`src/rtl/uart_pkg.sv`:
```
// Definitions shared by the 8N1 UART receiver and transmitter: state encoding,
// frame width and the clocks-per-bit helper.
package uart_pkg;

  typedef enum logic [1:0] {
    IDLE  = 2'd0,
    START = 2'd1,
    DATA  = 2'd2,
    STOP  = 2'd3
  } uart_state_e;

  localparam int DATA_BITS = 8;

  // Whole sys_clk cycles per bit; the fractional remainder is absorbed by
  // re-aligning on every start edge.
  function automatic int baud_cnt_max(input int clk_freq, input int baud);
    return clk_freq / baud;
  endfunction

endpackage

```
`src/rtl/uart_rx_sync.sv`:
```
// Two-flop synchronizer for the asynchronous serial line, plus a delay flop
// whose comparison with the synchronized line yields a one-cycle falling-edge pulse.
module uart_rx_sync (
  input  logic clk_i,
  input  logic rst_i,
  input  logic rx_i,
  output logic line_o,
  output logic fall_o
);

  logic meta_q;
  logic sync_q;
  logic prev_q;

  // All three flops reset to the idle-high line level so reset release never looks like an edge.
  always_ff @(posedge clk_i or posedge rst_i) begin
    if (rst_i) begin
      meta_q <= 1'b1;
      sync_q <= 1'b1;
      prev_q <= 1'b1;
    end else begin
      meta_q <= rx_i;
      sync_q <= meta_q;
      prev_q <= sync_q;
    end
  end

  assign line_o = sync_q;
  assign fall_o = prev_q & ~sync_q;

endmodule

```
`src/rtl/uart_rx.sv`:
```
// 8N1 UART receiver: start bit, 8 data bits LSB first, 1 stop bit, each bit
// sampled at its midpoint. Emits the byte with a one-cycle strobe.
module uart_rx
  import uart_pkg::*;
#(
  parameter int CLK_FREQ = 50_000_000,
  parameter int BAUD     = 9600
) (
  input  logic       sys_clk,
  input  logic       sys_rst,
  input  logic       rx_in,
  output logic [7:0] rx_data,
  output logic       rx_valid,
  output logic       frame_err,
  output logic       rx_busy
);

  localparam int BAUD_CNT_MAX = baud_cnt_max(CLK_FREQ, BAUD);
  localparam int BIT_MID      = BAUD_CNT_MAX / 2;
  localparam int CNT_W        = $clog2(BAUD_CNT_MAX);

  localparam logic [CNT_W-1:0] CNT_LAST   = CNT_W'(BAUD_CNT_MAX - 1);
  localparam logic [CNT_W-1:0] CNT_SAMPLE = CNT_W'(BIT_MID - 1);
  localparam logic [3:0]       BITS_LAST  = 4'(DATA_BITS);

  logic              line;
  logic              line_fall;
  logic              sample;
  logic              wrap;

  uart_state_e       state_q, state_d;
  logic [CNT_W-1:0]  baud_cnt_q, baud_cnt_d;
  logic [3:0]        bit_cnt_q, bit_cnt_d;
  logic [7:0]        shift_q, shift_d;
  logic [7:0]        rx_data_q, rx_data_d;
  logic              rx_valid_q, rx_valid_d;
  logic              frame_err_q, frame_err_d;
  logic              busy_q;

  uart_rx_sync u_sync (
    .clk_i  (sys_clk),
    .rst_i  (sys_rst),
    .rx_i   (rx_in),
    .line_o (line),
    .fall_o (line_fall)
  );

  assign sample = (baud_cnt_q == CNT_SAMPLE);
  assign wrap   = (baud_cnt_q == CNT_LAST);

  always_comb begin
    state_d     = state_q;
    baud_cnt_d  = baud_cnt_q;
    bit_cnt_d   = bit_cnt_q;
    shift_d     = shift_q;
    rx_data_d   = rx_data_q;
    rx_valid_d  = 1'b0;
    frame_err_d = 1'b0;

    if (state_q != IDLE) begin
      baud_cnt_d = wrap ? '0 : baud_cnt_q + CNT_W'(1);
    end

    case (state_q)
      IDLE: begin
        baud_cnt_d = '0;
        if (line_fall) begin
          state_d   = START;
          bit_cnt_d = '0;
        end
      end
      START: begin
        // A start bit that is high again at its midpoint was a glitch.
        if (sample && line) begin
          state_d    = IDLE;
          baud_cnt_d = '0;
        end else if (wrap) begin
          state_d = DATA;
        end
      end
      DATA: begin
        if (sample) begin
          shift_d   = {line, shift_q[7:1]};
          bit_cnt_d = bit_cnt_q + 4'd1;
        end
        if (wrap && bit_cnt_q == BITS_LAST) begin
          state_d = STOP;
        end
      end
      STOP: begin
        // Leave at mid-stop so a start edge in the second half of the stop bit is still seen.
        if (sample) begin
          if (line) begin
            rx_data_d  = shift_q;
            rx_valid_d = 1'b1;
          end else begin
            frame_err_d = 1'b1;
          end
          state_d    = IDLE;
          baud_cnt_d = '0;
        end
      end
      default: begin
        state_d    = IDLE;
        baud_cnt_d = '0;
      end
    endcase
  end

  always_ff @(posedge sys_clk or posedge sys_rst) begin
    if (sys_rst) begin
      state_q     <= IDLE;
      baud_cnt_q  <= '0;
      bit_cnt_q   <= '0;
      shift_q     <= '0;
      rx_data_q   <= '0;
      rx_valid_q  <= 1'b0;
      frame_err_q <= 1'b0;
      busy_q      <= 1'b0;
    end else begin
      state_q     <= state_d;
      baud_cnt_q  <= baud_cnt_d;
      bit_cnt_q   <= bit_cnt_d;
      shift_q     <= shift_d;
      rx_data_q   <= rx_data_d;
      rx_valid_q  <= rx_valid_d;
      frame_err_q <= frame_err_d;
      busy_q      <= (state_d != IDLE);
    end
  end

  // rx_valid is a strobe with no back-pressure: rx_data is new in exactly the
  // cycle rx_valid is high and stays put until the next good byte.
  assign rx_data   = rx_data_q;
  assign rx_valid  = rx_valid_q;
  assign frame_err = frame_err_q;
  assign rx_busy   = busy_q;

endmodule
```
`config.mk`:
```
export PLATFORM = sky130hd
export DESIGN_NAME = uart_rx
export DESIGN_NICKNAME = d
export VERILOG_FILES = /design/src/rtl/uart_pkg.sv /design/src/rtl/uart_rx_sync.sv /design/src/rtl/uart_rx.sv
export SDC_FILE = /design/constraint.sdc
export NUM_CORES = 1
export LEC_CHECK = 0
export ABC_CLOCK_PERIOD_IN_PS = 4600
export CAP_MARGIN = 10
export CELL_PAD_IN_SITES_DETAIL_PLACEMENT = 1
export CELL_PAD_IN_SITES_GLOBAL_PLACEMENT = 2
export CORE_MARGIN = 10
export CORE_UTILIZATION = 32
export CTS_BUF_LIST = sky130_fd_sc_hd__clkbuf_4 sky130_fd_sc_hd__clkbuf_8
export CTS_CLUSTER_DIAMETER = 40
export DETAILED_ROUTE_END_ITERATION = 8
export PLACE_DENSITY_LB_ADDON = 0.05
export SLEW_MARGIN = 15
export SYNTH_ARGS = -nofsm -noshare
export SYNTH_HDL_FRONTEND = slang
export SYNTH_SLANG_ARGS = --single-unit
```
`constraint.sdc`:
```
create_clock -name sys_clk -period 4.6 [get_ports sys_clk]
set_clock_uncertainty 0.05 [all_clocks]
set_input_delay 0.46 -clock sys_clk [delete_from_list [all_inputs] [get_ports sys_clk]]
set_output_delay 0.46 -clock sys_clk [all_outputs]
set_load 0.01 [all_outputs]
```
==> results.md, run 1 <==
* Nets at 180
* Crit path arrival time at 2.55 ns
* Area growth from synthesis to final layout at 17.7%
* Total placed instance area at 2070 um^2
* Layout cells sized above 1 at 0.206
* Worst path max stage delay at 0.56 ns
* Port Buf Inserts at 13
* Slew Limit Headroom at 0.593
* Worst vdd ir at 0.152 mV
* Setup crit end kind: flop
* GPL Wtd Cong at 0.782
* Ant diodes at 0
* Tmin final at 2.41 ns
* Yosys cell types at 44
* DPL Wire Length at 2.82 mm
* Initial antenna violation count at 0
* Status: finished clean
* Leak Pwr at 0.000975 uW
* PwrDens at 365 nW/um^2
* Worst-path clk slew at 0.08 ns
* CP max stage cell: or4_4
* Mapped cell area at 1860 um^2
* Syn_nets at 163
* Vias per std cell at 5.04
* Initial DRC Count at 21
* First-pass GRT wire length at 6.75 mm
* Post-Syn Instances at 157
* TritonCTS buffer count at 5
* Clk_lat worst skew at 0.30 ns
* Hold buffers post-CTS at 0
* Core Region at 5570 um^2
* Post-Route WL at 3.90 mm
* Final worst slack at 2.19 ns
* Pre-CTS setup slack at 2.19 ns
* Number of global-route vias before repair at 1342
* Htree depth at 2
* Synth cell count leaders: 38 x dfrtp_1, 16 x mux2_2, 14 x nor2_1
* Pwr Total at 801 uW
* Worst endpoint required time at 4.73 ns
* Final Cell Area at 2190 um^2
* FP Rows at 27
* Critical path type: flop to flop
* Post-CTS resize count at 0
* Initial core utilization at 0.334
* Pre-antenna DRT Iters at 4
* Syn Area/Cell at 11.9 um^2
* EDFF count, synth at 0
* Fmax at 0.415 GHz
* Async S/R FF share, synth at 1.00
* Setup-failing EPs final at 0
* Clock Path Buffers at 2
* # fillers at 614
* CTS tree: done
* Top_reg_cell synth: dfrtp_1
* Slew Limit Fails at 0
* Num ports at 14
* Final Cycle Share at 0.524
* Final Hold Viols at 0
* Crit-path cells: or4b_1 -> or4_4 -> nor2_4 -> mux2_2
* Num Clock Sinks at 41
* Worst-Margin Slew at 0.607 ns
* TNS Setup at 0 ns
* Sequential fraction of the synthesis area at 0.553
* #FFs+latches synth at 41
* Via count at 1245
* Final Util at 0.393
* RSZ-0062 raised after global routing: false
* Die Wd at 96.3 um
* Final ANT Viol Nets at 0
* Crit start category: flop
* Synth warn at 0
* Area leader, netlist: dfrtp_1
* Gr usage total at 0.0946
* Max Cap Viol at 0
* Hold crit path type: flop to flop
* Clock Tree Root: clkbuf_8
* Worst path top cell family by delay: simple AND/OR/NAND/NOR gates
* WP buf/inv at 0
* Die ar. at 9270 um^2
* Top-count cell post-synth: dfrtp_1
* Total gr overflow at 0
* Post-DR wirelength/cell at 15.8 um
* Synth area leaders: dfrtp_1 51%, mux2_2 9.7%, dfstp_2 4.2%, nor2_1 2.8%, xnor2_1 2.4%
* Post-CTS setup buffer count at 0
* Largest fanout on the critical path at 12
* Post-synth top area share at 0.511
* # DRC at 0
* Largest net degree at the start of global routing at 42
* Chip Height at 96.3 um
sequential cells by signal (all words and copies together) (netlist names):
name	flops
rx_valid	1
u_sync.prev_q	1
u_sync.meta_q	1
bit_cnt_q	4
rx_busy	1
baud_cnt_q	13
u_sync.line_o	1
frame_err	1
state_q	2
rx_data	8
shift_q	8
cell families after synthesis:
kind of cell	Yosys count	share of synthesized area
and+or+nand+nor	55	0.178
DFF	41	0.553
buffers and inverters	12	0.0255
adders and majority gates	3	0.0202
xor gates and xnor gates	9	0.0423
muxes	19	0.113
AOI/OAI and AO/OA	18	0.0679
path summary, 6_finish.rpt:
check                      cells after the start  slack [ns]               startpoint                 endpoint
min reg2reg                                    0        0.31  u_sync.meta_q$_DFF_PP1_  u_sync.line_o$_DFF_PP1_
min                                            0        0.31  u_sync.meta_q$_DFF_PP1_  u_sync.line_o$_DFF_PP1_
min in group asynchronous                      3        0.56                  sys_rst   rx_data[7]$_DFFE_PP0P_
max                                            4        2.19  baud_cnt_q[4]$_DFF_PP0_   rx_data[6]$_DFFE_PP0P_
max in group asynchronous                      3        3.58                  sys_rst  u_sync.line_o$_DFF_PP1_
max reg2reg                                    4        2.19  baud_cnt_q[4]$_DFF_PP0_   rx_data[6]$_DFFE_PP0P_
power breakdown:
| part | leakage, uW | internal (uW) | switching [uW] |
|---|---|---|---|
| registers | 0.000548 | 385 | 30.6 |
| logic | 0.000370 | 31.5 | 47.1 |
| clock network | 0.0000574 | 176 | 130 |
| total | 0.000975 | 593 | 208 |
metal layers:
metal / track usage / wire length [um] / share of wire
met4: 0.0430 / 61 / 0.016
met5: 0 / 0 / 0
met3: 0.0366 / 168 / 0.043
met1: 0.120 / 1820 / 0.47
met2: 0.139 / 1850 / 0.47
through the flow:
step                hold WS, ns  std cells
finish                    0.313        247
global route              0.321        247
CTS                       0.313        247
detailed placement        0.301        239
global placement          0.297        239
floorplan                 0.295        157
cell usage in the layout (no fill, tap or decap), types with 2 or more instances in the layout:
master,instances
xnor2_1,5
dfrtp_1,38
or2_2,3
clkdlybuf4s50_1,13
ha_1,3
or4_1,2
mux2_2,16
nor4_1,2
xor2_1,4
nand2b_1,3
clkbuf_8,6
inv_1,8
a21oi_1,3
nand2_1,7
nand4_1,6
nor2_1,14
o21ai_0,4
or3_1,2
dfstp_2,3
nand3_1,4
mux2i_1,3
layout make-up:
type | instances | area (um^2) | area share
tap | 72 | 90.1 | 0.0411
timing repair buffer | 14 | 138 | 0.0628
inverter | 8 | 30.0 | 0.0137
multi-input combinational | 104 | 785 | 0.358
clock inverter | 2 | 37.5 | 0.0171
clock buffer | 6 | 82.6 | 0.0377
sequential | 41 | 1030 | 0.470
(Power assumes the default switching activity.)
==> inputs of run 2 (changes only) <==
Settings changed: ABC_CLOCK_PERIOD_IN_PS 4600 to 2060.
Clock period 4.6 ns to 2.06 ns, I/O delays scaled along.
==> results.md, run 2 (synthesis results as in run 1) <==
* Number of global-route vias before repair at 1491 (+11%)
* DPL Wire Length at 3.11 mm (+10%)
* Initial antenna violation count at 0 (unchanged)
* Worst Min Path Start: rx_in
* Tmin final at 2.17 ns (-0.244 ns)
* PwrDens at 728 nW/um^2 (+99%)
* Pre-CTS setup slack at -0.109 ns (-2.30 ns)
* Most flop-heavy register: baud_cnt_q
* RSZ-0062 raised after global routing: true
* Slew Limit Headroom at 0.586 (-0.00662)
* Setup crit end kind: flop
* Clock Path Buffers at 2 (unchanged)
* Pwr Total at 1770 uW (+120%)
* Final Cycle Share at 1.05 (+0.528)
* Post-DR wirelength/cell at 16.5 um (+4.8%)
* Post-route insts no fill at 269 (+8.9%)
* Worst path max stage delay at 0.55 ns (about the same)
* Initial core utilization at 0.334 (unchanged)
* Worst-Margin Slew at 0.620 ns (+0.0134 ns)
* Gr usage total at 0.106 (+0.0117)
* Worst vdd ir at 0.513 mV (+240%)
* Crit path arrival time at 2.31 ns (-0.24 ns)
* Worst-path clk slew at 0.09 ns (about the same)
* TritonCTS buffer count at 5 (unchanged)
* Commonest non-fill, non-tap cell in the layout: dfrtp_1
* Htree depth at 2 (unchanged)
* Layout cells sized above 1 at 0.310 (+0.104)
* Register area at 1030 um^2 (unchanged)
* Final Hold Viols at 0 (unchanged)
* # DRC at 0 (unchanged)
* Critical path type: flop to flop
* Core Region at 5570 um^2 (unchanged)
* Flip-flop count of the largest register after layout at 13 (unchanged)
* CTS tree: done
* Port Buf Inserts at 13 (unchanged)
* Reg2reg setup slack at -0.11 ns (-2.30 ns)
* Critical R2R Launch: baud_cnt_q[2]$_DFF_PP0_
* GPL Wtd Cong at 0.846 (+8.1%)
* Reg2reg end: rx_data[5]$_DFFE_PP0P_
* Area of the multi-input gates at 881 um^2 (+12%)
* Setup-failing EPs final at 19 (+19)
* Fmax at 0.461 GHz (+11%)
* Crit start category: flop
* Max Cap Viol at 0 (unchanged)
* Ant diodes at 0 (unchanged)
* FP Rows at 27 (unchanged)
* Hold buffers post-CTS at 0 (unchanged)
* Leak Pwr at 0.00109 uW (+12%)
* Worst Hold End: u_sync.meta_q$_DFF_PP1_
* Final worst slack at -0.107 ns (-2.30 ns)
* Largest fanout on the critical path at 9 (-3)
* Nets at 202 (+12%)
* Area growth from synthesis to final layout at 30.6%
* Post-Route WL at 4.45 mm (+14%)
* CP max stage cell: or4b_4
* Total gr overflow at 0 (unchanged)
* Dpl cells at 257 (+7.5%)
* First-pass GRT wire length at 7.63 mm (+13%)
* Slew Limit Fails at 0 (unchanged)
* Chip Height at 96.3 um (unchanged)
* Die Wd at 96.3 um (unchanged)
* Pre-antenna DRT Iters at 4 (unchanged)
* Worst endpoint required time at 2.20 ns (-2.53 ns)
* Via count at 1337 (+7.4%)
* Clk_lat worst skew at 0.30 ns (about the same)
* Final ANT Viol Nets at 0 (unchanged)
* Crit-path cells: or4b_4 -> or4_4 -> nor2_4 -> buf_12 -> mux2_4
* Status: complete, but fails checks
* Violated checks: negative setup slack
* Hold crit path type: input pin to flop
* TNS Setup at -1.39 ns (-1.39 ns)
* # fillers at 609 (-0.81%)
* Num Clock Sinks at 41 (unchanged)
* Most frequent cells in the layout: 38 x dfrtp_1, 18 x buf_4, 16 x mux2_4, 14 x nor2_1, 13 x clkdlybuf4s50_1
* Largest net degree at the start of global routing at 42 (unchanged)
* Vias per std cell at 4.97 (-1.4%)
* Reg2reg path depth at 5 (+1)
* Die ar. at 9270 um^2 (unchanged)
* Num ports at 14 (unchanged)
* Clock Tree Root: clkbuf_8
* Initial DRC Count at 37 (+76%)
* Min-Delay Path Depth at 1 (+1)
[run 2: metrics by stage]
stage	hold slack [ns]	cell area [um^2]	util
after global routing	0.231	2430	0.436
after detailed placement	0.297	2250	0.404
after floorplan	0.160	1900	-
after global placement	0.296	2250	0.404
final	0.257	2430	0.436
after CTS	0.249	2410	0.433
[run 2: area by class of cell]
| cell class | count | share of cell area |
|---|---|---|
| flip-flops and latches | 41 | 0.423 |
| multi-input cells | 106 | 0.362 |
| repair buffers | 34 | 0.127 |
| well taps | 72 | 0.0370 |
| clock buffers | 5 | 0.0283 |
| inverters | 8 | 0.0123 |
| clock inverters | 3 | 0.0103 |
[run 2: where the power goes]
part           total (uW)  internal [uW]  switching [uW]  leakage [uW]
Clock                 557            245             312     0.0000447
Combinational         316            151             166      0.000501
Sequential            898            860            38.8      0.000548
[run 2: critical path, delay by kind of cell (launching register included)]
family        cells  cell delay, ns
buf+inv           1            0.14
mux               1            0.30
simple gates      3            1.18
flops             1            0.39
[run 2: worst max path at each step]
stage / slack (ns) / to / cells past startpoint / from
after floorplan: -0.12 / shift_q[0]$_DFFE_PP0P_ / 5 / baud_cnt_q[4]$_DFF_PP0_
after detailed placement: -0.11 / rx_data[0]$_DFFE_PP0P_ / 5 / baud_cnt_q[4]$_DFF_PP0_
after CTS: -0.10 / rx_data[3]$_DFFE_PP0P_ / 5 / baud_cnt_q[10]$_DFF_PP0_
after global routing: -0.16 / rx_data[3]$_DFFE_PP0P_ / 5 / baud_cnt_q[2]$_DFF_PP0_
final: -0.11 / rx_data[5]$_DFFE_PP0P_ / 5 / baud_cnt_q[2]$_DFF_PP0_
after global placement: -0.08 / rx_data[1]$_DFFE_PP0P_ / 5 / baud_cnt_q[2]$_DFF_PP0_
[run 2: layer usage]
metal / share of wire / vias to the layer above / GRT usage
li1: - / 636 / -
met1: 0.47 / 680 / 0.131
met2: 0.48 / 17 / 0.174
met3: 0.041 / 4 / 0.0311
met4: 0.0085 / 0 / 0.0332
met5: 0 / - / 0
[run 2: repair_timing]
| item | 4_1_cts | 5_1_grt |
|---|---|---|
| endpoints found under the setup margin | 27 | 25 |
| resized for setup | 11 | 3 |
| setup buffers | 1 | 1 |
| pin swaps | 1 | 1 |
| cloned | 2 | 0 |
==> inputs of run 3 (changes only) <==
Settings changed: GPL_TIMING_DRIVEN set to 0.
==> results.md, run 3 (synthesis results as in run 1) <==
* Status: complete, but fails checks
* Violated checks: negative setup slack
* Final Cell Area at 2570 um^2 (+5.8%)
* Dpl cells at 243 (-5.4%)
* Die Wd at 96.3 um (unchanged)
* Final worst slack at -0.214 ns (-0.106 ns)
* Nets at 203 (+0.50%)
* DPL Wire Length at 2.97 mm (-4.6%)
* # fillers at 589 (-3.3%)
* Final Cycle Share at 1.10 (+0.0517)
* Critical path type: flop to flop
* Area of the multi-input gates at 903 um^2 (+2.6%)
* CTS tree: done
* Register area at 1030 um^2 (+0.24%)
* Largest fanout on the critical path at 5 (-4)
* Crit path arrival time at 2.41 ns (+0.10 ns)
* Most frequent cells in the layout: 36 x dfrtp_1, 16 x mux2_4, 13 x clkdlybuf4s50_1, 12 x buf_4, 11 x nor2_1
* Pwr Total at 2000 uW (+13%)
* RSZ-0062 raised after global routing: true
* Clock Path Buffers at 2 (unchanged)
* Reg2reg setup slack at -0.21 ns (-0.11 ns)
* Post-DR wirelength/cell at 16.4 um (-0.55%)
* Port Buf Inserts at 13 (unchanged)
* Core Region at 5570 um^2 (unchanged)
* Total placed instance area at 2140 um^2 (-4.9%)
* TritonCTS buffer count at 5 (unchanged)
* Hold crit path type: input pin to asynchronous set/reset pin
* Final Hold Viols at 0 (unchanged)
* Final ANT Viol Nets at 0 (unchanged)
* Num ports at 14 (unchanged)
* Initial DRC Count at 30 (-19%)
* Largest net degree at the start of global routing at 28 (-33%)
* Commonest non-fill, non-tap cell in the layout: dfrtp_1
* Setup crit end kind: flop
* Layout cells sized above 1 at 0.354 (+0.0439)
* Flip-flop count of the largest register after layout at 13 (unchanged)
* Pre-CTS setup slack at -0.489 ns (-0.381 ns)
* FP Rows at 27 (unchanged)
* Vias per std cell at 4.96 (-0.22%)
* Worst-Margin Slew at 0.663 ns (+0.0431 ns)
* Tmin final at 2.27 ns (+0.106 ns)
* Chip Height at 96.3 um (unchanged)
* Num Clock Sinks at 41 (unchanged)
* Worst vdd ir at 0.463 mV (-9.8%)
* Area growth from synthesis to final layout at 38.2%
* Initial antenna violation count at 0 (unchanged)
* Hold buffers post-CTS at 0 (unchanged)
* Final Util at 0.462 (+0.0254)
* Max Cap Viol at 0 (unchanged)
* Total gr overflow at 0 (unchanged)
* Post-Route WL at 4.44 mm (-0.18%)
* Number of global-route vias before repair at 1457 (-2.3%)
* First-pass GRT wire length at 7.56 mm (-1.0%)
* Clock Tree Root: clkbuf_8
* Via count at 1339 (+0.15%)
* PwrDens at 778 nW/um^2 (+6.8%)
* # DRC at 0 (unchanged)
* Crit start category: flop
* Slew Limit Headroom at 0.553 (-0.0330)
* Leak Pwr at 0.00113 uW (+3.8%)
* Fmax at 0.440 GHz (-4.7%)
* Die ar. at 9270 um^2 (unchanged)
* Htree depth at 2 (unchanged)
* Post-route insts no fill at 270 (+0.37%)
* Worst endpoint required time at 2.19 ns (about the same)
* Most flop-heavy register: baud_cnt_q
* Ant diodes at 0 (unchanged)
* Clk_lat worst skew at 0.30 ns (about the same)
* GPL Wtd Cong at 0.744 (-12%)
* Gr usage total at 0.105 (-0.00158)
* Initial core utilization at 0.334 (unchanged)
* Worst-path clk slew at 0.08 ns (about the same)
* Slew Limit Fails at 0 (unchanged)
* Setup-failing EPs final at 35 (+16)
* Pre-antenna DRT Iters at 4 (unchanged)
run 3: worst paths after layout:
check	to	from	cells after the start
worst max-delay path	shift_q[0]$_DFFE_PP0P_	baud_cnt_q[4]$_DFF_PP0_	6
worst min-delay path	baud_cnt_q[8]$_DFF_PP0_	sys_rst	2
worst max register to register	shift_q[0]$_DFFE_PP0P_	baud_cnt_q[4]$_DFF_PP0_	6
worst min register to register	u_sync.line_o$_DFF_PP1_	u_sync.meta_q$_DFF_PP1_	0
max in group asynchronous	u_sync.prev_q$_DFF_PP1_	sys_rst	3
min in group sys_clk	u_sync.meta_q$_DFF_PP1_	rx_in	1
run 3: timing repair:
| item | in CTS | in global routing |
|---|---|---|
| endpoints found under the setup margin | 35 | 37 |
| pin swaps | 9 | 3 |
| gates resized for setup | 19 | 14 |
| gates cloned | 0 | 0 |
| buffers inserted | 13 | 6 |
run 3: final cells by class:
class                           count  share of cell area
Tap cell                           72              0.0350
Inverter                            8              0.0117
Timing Repair Buffer               33               0.134
Multi-Input combinational cell    104               0.351
Buffer                              4              0.0151
Clock inverter                      3              0.0253
Sequential cell                    41               0.401
Clock buffer                        5              0.0267
run 3: critical path: stages (launching register included):
cell	delay, ns
dfrtp_2	0.41
or4b_1	0.49
or4_4	0.47
buf_12	0.16
nor2_8	0.12
buf_6	0.15
mux2_4	0.30
run 3: per-layer routing:
metal	global-route usage	wire [um]
met5	0	0
met4	0.0369	55
met3	0.0296	193
met2	0.175	2250
met1	0.126	1940
run 3: where the power goes:
part | switching [uW] | total, uW | leakage (uW) | internal [uW]
clock network | 289 | 770 | 0.0000681 | 481
logic | 180 | 338 | 0.000522 | 159
registers | 33.7 | 895 | 0.000545 | 861
total | 502 | 2000 | 0.00113 | 1500
run 3: through the flow:
stage | setup TNS (ns) | hold WS, ns
after global routing | -8.11 | 0.180
final | -5.83 | 0.145
after floorplan | -1.83 | 0.160
after global placement | -8.99 | 0.296
after CTS | -5.81 | 0.151
after detailed placement | -8.83 | 0.298
